### config.mk
export PLATFORM = sky130hd
export DESIGN_NAME = led_blink_arbiter
export DESIGN_NICKNAME = d
export VERILOG_FILES = /design/src/rtl/led_blink_arbiter.sv
export SDC_FILE = /design/constraint.sdc
export NUM_CORES = 1
export LEC_CHECK = 0
export ABC_AREA = 1
export BUFFER_PORTS_ARGS = -buffer_cell sky130_fd_sc_hd__buf_2
export CORE_MARGIN = 2
export CORE_UTILIZATION = 50
export CTS_CLUSTER_DIAMETER = 30
export DETAILED_ROUTE_END_ITERATION = 16
export PLACE_DENSITY = 0.64
export SLEW_MARGIN = 20
export SYNTH_ARGS = -nofsm -noshare
export SYNTH_HDL_FRONTEND = slang
export SYNTH_SLANG_ARGS = --single-unit
### constraint.sdc
create_clock -name clk -period 3.5 [get_ports clk]
set_clock_uncertainty 0.2 [all_clocks]
set_input_delay 0.175 -clock clk [delete_from_list [all_inputs] [get_ports clk]]
set_output_delay 0.175 -clock clk [all_outputs]
set_load 0.01 [all_outputs]
### src/rtl/led_blink_arbiter.sv
// Two-source LED blink-code player: plays N lit pulses separated by dark gaps,
// then a trailing dark gap. The high source wins ties, and a playing code is never preempted.
module led_blink_arbiter #(
   parameter int TICK_DIV  = 50_000,
   parameter int ON_TICKS  = 200,
   parameter int OFF_TICKS = 200,
   parameter int GAP_TICKS = 1000
) (
   input  logic       clk,
   input  logic       rst_n,
   input  logic       hi_valid,
   input  logic [3:0] hi_count,
   output logic       hi_ready,
   input  logic       lo_valid,
   input  logic [3:0] lo_count,
   output logic       lo_ready,
   output logic       led,
   output logic       busy,
   output logic       active_src,
   output logic       done
);

   localparam int              PW         = (TICK_DIV > 1) ? $clog2(TICK_DIV) : 1;
   localparam logic [PW-1:0]   PRESC_LAST = PW'(TICK_DIV - 1);
   localparam logic [15:0]     ON_LAST    = 16'(ON_TICKS - 1);
   localparam logic [15:0]     OFF_LAST   = 16'(OFF_TICKS - 1);
   localparam logic [15:0]     GAP_LAST   = 16'(GAP_TICKS - 1);

   typedef enum logic [1:0] {S_IDLE, S_ON, S_OFF, S_GAP} state_t;

   state_t          r_state;
   state_t          w_state_nxt;
   logic [PW-1:0]   r_presc;
   logic [15:0]     r_phase;
   logic [3:0]      r_remaining;
   logic            r_led;
   logic            r_busy;
   logic            r_done;
   logic            r_src;

   logic            w_idle;
   logic            w_hi_acc;
   logic            w_lo_acc;
   logic            w_accept;
   logic [3:0]      w_acc_count;
   logic            w_tick;
   logic [15:0]     w_phase_last;
   logic            w_phase_end;

   assign w_idle      = (r_state == S_IDLE);
   assign hi_ready    = rst_n & w_idle;
   assign lo_ready    = rst_n & w_idle & ~hi_valid;
   assign w_hi_acc    = hi_valid & hi_ready;
   assign w_lo_acc    = lo_valid & lo_ready;
   assign w_accept    = w_hi_acc | w_lo_acc;
   assign w_acc_count = w_hi_acc ? hi_count : lo_count;
   assign w_tick      = (r_presc == PRESC_LAST);
   assign w_phase_end = w_tick & (r_phase == w_phase_last);

   assign led        = r_led;
   assign busy       = r_busy;
   assign active_src = r_src;
   assign done       = r_done;

   always_comb begin
      w_phase_last = ON_LAST;
      case (r_state)
         S_OFF:   w_phase_last = OFF_LAST;
         S_GAP:   w_phase_last = GAP_LAST;
         default: w_phase_last = ON_LAST;
      endcase
   end

   always_comb begin
      w_state_nxt = r_state;
      case (r_state)
         S_IDLE: if (w_accept && (w_acc_count != 4'd0)) w_state_nxt = S_ON;
         S_ON:   if (w_phase_end) w_state_nxt = (r_remaining > 4'd1) ? S_OFF : S_GAP;
         S_OFF:  if (w_phase_end) w_state_nxt = S_ON;
         S_GAP:  if (w_phase_end) w_state_nxt = S_IDLE;
         default: w_state_nxt = S_IDLE;
      endcase
   end

   always_ff @(posedge clk) begin
      if (!rst_n) r_state <= S_IDLE;
      else        r_state <= w_state_nxt;
   end

   // Outputs are registered from the next state so led tracks the phase with no extra lag.
   always_ff @(posedge clk) begin
      if (!rst_n) begin
         r_presc     <= '0;
         r_phase     <= '0;
         r_remaining <= '0;
         r_led       <= 1'b0;
         r_busy      <= 1'b0;
         r_done      <= 1'b0;
         r_src       <= 1'b0;
      end else begin
         r_led  <= (w_state_nxt == S_ON);
         r_busy <= (w_state_nxt != S_IDLE);
         r_done <= (r_state == S_GAP) && (w_state_nxt == S_IDLE);

         if (w_accept) begin
            r_remaining <= w_acc_count;
            r_src       <= w_hi_acc;
         end else if ((r_state == S_ON) && (w_state_nxt == S_OFF)) begin
            r_remaining <= r_remaining - 4'd1;
         end

         if (w_idle || w_tick) r_presc <= '0;
         else                  r_presc <= r_presc + 1'b1;

         // Phase count restarts on every state change; a phase ends before it can pass its limit.
         if (w_idle || (w_state_nxt != r_state)) r_phase <= '0;
         else if (w_tick)                        r_phase <= r_phase + 16'd1;
      end
   end

endmodule

After elaboration in Yosys (flattened, before gate mapping). Cells that the tools add are included.

Register bits after elaboration: 42. Word-level logic and storage cells: 50.

$add $sub $neg: 3. Order comparisons: 1. Equal/unequal tests: 8. Multiplexer cells: 10. Bitwise operators: 8. Reductions and logical operators: 12.

Operators with widths (number): 16-bit by 1-bit adder with 16-bit output (second input constant) (2); 16-bit equality test (1); 16-bit equality test (second input constant) (1); 4-bit two-way mux (3); 10-bit two-way mux (1); 2-bit two-way mux (4); 2-bit one-hot mux with 4 select lines (1); 2-bit equality test (second input constant) (3); 1-bit AND (5); 2-bit by 1-bit equality test with 1-bit output (second input constant) (2); 4-bit by 1-bit greater-than comparator with 1-bit output (second input constant) (1); 2-bit zero test (2); 2-bit nonzero test (2); 4-bit nonzero test (1); 2-bit OR reduction (2); 4-bit by 1-bit subtractor with 4-bit output (second input constant) (1); 1-bit logical AND (3); 1-bit logical OR (2); 2-bit inequality test (1); 1-bit NOT (2); 1-bit two-way mux (1); 1-bit OR (1).

Logic depth before layout (Yosys ltp).
Depth in word-level cells: 12. Mapped depth: 14. Mapped depth without buffers: 14.

Least setup slack after synthesis. OpenSTA, ideal clock, no wires.

Path kind: register to register. Start: reg r_presc[0]. End: reg r_remaining[1]. Setup time: 0.113 ns. Arrival time: 1.499 ns. Required time: 3.187 ns. Slack: 1.688 ns. Cell stages (with the launch flop): 15. Clock period less this slack: 1.812 ns. Path through: dfxtp_1 ha_1 nand2_1 inv_2 nand2_2 nor2_2 inv_1 nor2_4 nand3_2 nand2_1 nand4_2 nand2_2 nand2_1 nand2_1 nor2_1.

Longest elaborated chain between the ends: 7. Elaborated cells between the ends (all ways): 9.

RTL lines: from (decl) (RTL line 33) `logic [PW-1:0] r_presc;`; from (signal assigned) (RTL line 113) `else r_presc <= r_presc + 1'b1;`; 16-bit equality test * (RTL line 57) `assign w_tick = (r_presc == PRESC_LAST);`; 1-bit AND * (RTL line 58) `assign w_phase_end = w_tick & (r_phase == w_phase_last);`; 2-bit two-way mux, on equally long branches (RTL line 80, 78, 79); 2-bit one-hot mux with 4 select lines * (RTL line 76) `case (r_state)`; 2-bit equality test * (RTL line 108) `end else if ((r_state == S_ON) && (w_state_nxt == S_OFF)) begin`; 1-bit logical AND * (RTL line 108); 2-bit nonzero test (no line) *; to (signal assigned) (RTL line 106) `r_remaining <= w_acc_count;`; to (signal assigned) (RTL line 109) `r_remaining <= r_remaining - 4'd1;`; to (decl) (RTL line 35) `logic [3:0] r_remaining;`.

Mark *: on every way between the ends. The rest lies on a longest branch, timed or not. A chain may end at the register's enable or synchronous reset.

Worst setup path after layout.
Start: reg r_presc[0]. End: reg r_presc[10].

Longest elaborated chain between the ends: 3. Elaborated cells between the ends (all ways): 4.

RTL lines: branches (longest 3 deep; another with 16-bit by 1-bit adder with 16-bit output).

Several ways; the timed one is not identified.

==> flow_metrics.py <==
metrics = {
    "yosys": {
        "synth.top_cell.area_share": 0.347,
        "mappedNetlistArea_um2": 2430,
        "ys_seq_area_frac": 0.347,
        "synth_area_per_cell_um2": 6.67,
        "synth_area_leaders": "dfxtp_1, nand2_1, nor2_1",
        "ys_top_cells_by_count": "nand2_1, nor2_1, inv_1",
        "synth_most_common_cell": "nand2_1",
        "postSynthCellCount": 364,
        "syn-num-nets": 380,
        "netlist.top_cell.by_area": "dfxtp_1",
        "synth-async-reset-ratio": 0,
        "yosysWarnings": 0,
        "synth-edff-count": 0,
        "ys_ff_latch": 42,
        "synth_top_flop_cell": "dfxtp_1",
        "synth_cell_types": 35,
    },
    "clocking": {
        "cts_setup_buffers": 0,
        "htreeDepth": 2,
        "cts.sinks": 42,
        "cts_hold_buffers": 0,
        "cts-root-buf": "clkbuf_8",
        "cts_buffer_depth": 2,
        "cts_resized": 0,
        "clkLatencyLatePin_ps": 300,
        "clkSlewWorstSetupHoldPaths_ps": 90,
        "cts_buffers": 5,
        "cts_tree": "built",
    },
    "global_route": {
        "grt_pass1_vias": 1982,
        "antenna_found_initial": 0,
        "grtUsageTotal": 0.209,
        "overflow": 0,
        "grt_max_degree": 17,
        "grt_pass1_wl_um": 8740,
    },
    "drt": {
        "ant_nets": 0,
        "firstDrtPassIters": 4,
        "wire_per_inst_um": 11.7,
        "totalWireLength_um": 5090,
        "drc": 0,
        "drt_iter0_markers": 137,
        "via_per_inst": 5.08,
        "vias": 2216,
    },
    "pwr": {
        "p_total_w": 0.000939,
        "ir_drop_v": 0.000251,
        "powerDensity_nw_per_um2": 358,
        "p_leak_nw": 1.07,
    },
    "sta": {
        "hold_slack_ps": 32.0,
        "final_hold_viol_count": 0,
        "worstMarginPinSlew_ps": 486,
        "rsz0062_at_grt": "false",
        "slew_violations": 0,
        "clock.fmax_mhz": 435,
        "setup_viol": 0,
        "period_share": 0.657,
        "max_slew_margin": 0.673,
        "setup-tns-final_ps": 0,
        "fin_crit_ps": 2300,
    },
    "finish": {
        "antenna_cells": 0,
        "stdcell_count": 436,
        "multi_input_area_um2": 1330,
        "nets": 397,
        "drive_gt1_frac": 0.120,
        "regArea_um2": 841,
        "nFillCells": 493,
        "syn_to_final_growth_pct": 8.10,
    },
    "placement": {
        "port_buffers": 17,
        "placed_cells": 428,
        "dpl.hpwl_um": 3900,
        "place_congestion": 0.858,
    },
    "setup_path": {
        "end_kind": "flop",
        "r2r_cells": 10,
        "crit_path_max_fanout": 11,
        "worst-setup-path-type": "reg2reg",
        "crit_path_start_kind": "flop",
        "arrival_ps": 2330,
        "cp.required_ps": 3530,
    },
    "min_path": {
        "hold_path_class": "in2reg",
        "hold_path_depth": 3,
    },
    "floorplan": {
        "initial_utilization": 0.517,
        "die-width_um": 73.7,
        "design.core.area_um2": 4690,
        "die-area_um2": 5430,
        "die_y_um": 73.7,
        "pin_count": 18,
        "core.rowCount": 25,
    },
    "run": {
        "maxCapViolations": 0,
    },
    "outcome": {
        "status": "finished clean",
    },
}
[sequential cells by signal, indices dropped and copies added (netlist names)]
name	cells
r_phase	16
r_remaining	4
busy	1
led	1
r_presc	16
done	1
active_src	1
r_state	2
[power by group]
| group | switching (W) | internal (W) |
|---|---|---|
| Combinational | 0.0000691 | 0.0000404 |
| Clock | 0.000184 | 0.000144 |
| Sequential | 0.0000113 | 0.000491 |
[through the flow]
stage                      util  setup WS (ps)  area, µm²
final                     0.559           1200       2620
after global routing      0.559            891       2620
after CTS                 0.559           1150       2620
after detailed placement  0.539           1180       2530
after global placement    0.539           1250       2530
after floorplan               -           1690       2430
[metal layers]
metal | global-route usage | vias to the layer above | share of wire
met5 | 0 | - | 0
met4 | 0.103 | 0 | 0.026
met3 | 0.0412 | 13 | 0.033
met2 | 0.307 | 33 | 0.43
met1 | 0.290 | 976 | 0.51
li1 | - | 1194 | -
[path summary, 6_finish.rpt]
kind | from | slack (ps) | to
worst max-delay path | r_presc[0] | 1200 | r_presc[10]
worst min-delay path | hi_valid | 30 | active_src
worst max register to register | r_presc[0] | 1200 | r_presc[10]
worst min register to register | r_presc[0] | 260 | r_presc[0]
[critical path, stage by stage, from the launching register on]
cell     delay (ps)
dfxtp_1         330
ha_1            200
nand2_1          80
inv_2            50
nand2_2          80
nor2_1           50
nand2_1         330
nand3_1         410
inv_1           270
o21ai_0         120
a21oi_1         110
[cells in the final DEF, fill, tap and decap left out, types with 2 or more instances in the layout]
master / Yosys / final
xor2_1: 4 / 4
nor4_1: 2 / 2
nand3_1: 21 / 21
inv_2: 2 / 2
nor3_1: 16 / 16
a21oi_1: 22 / 22
inv_1: 51 / 51
and3_1: 2 / 2
nor2_1: 55 / 55
dfxtp_1: 42 / 42
clkbuf_8: 0 / 5
nand2_1: 76 / 76
nor2_4: 4 / 4
nand4_1: 13 / 13
nand3_2: 3 / 3
xnor2_1: 7 / 7
buf_2: 4 / 17
ha_1: 4 / 4
nand2_2: 4 / 4
nor3_2: 2 / 2
o21ai_0: 13 / 13
or2_2: 2 / 2
[area by class of cell]
class / count / area share
inverter: 54 / 0.0773
timing repair buffer: 17 / 0.0324
tap: 54 / 0.0258
multi-input combinational: 261 / 0.508
clock buffer: 5 / 0.0262
clock inverter: 3 / 0.00954
sequential: 42 / 0.321
[cell families after synthesis]
logic type                 share of synthesized area
DFF                                            0.347
xor gates and xnor gates                      0.0397
buffers and inverters                          0.104
and+or+nand+nor                                0.411
adders and majority gates                     0.0206
AOI/OAI and AO/OA                             0.0779
Power figures use the tool's default switching activity.
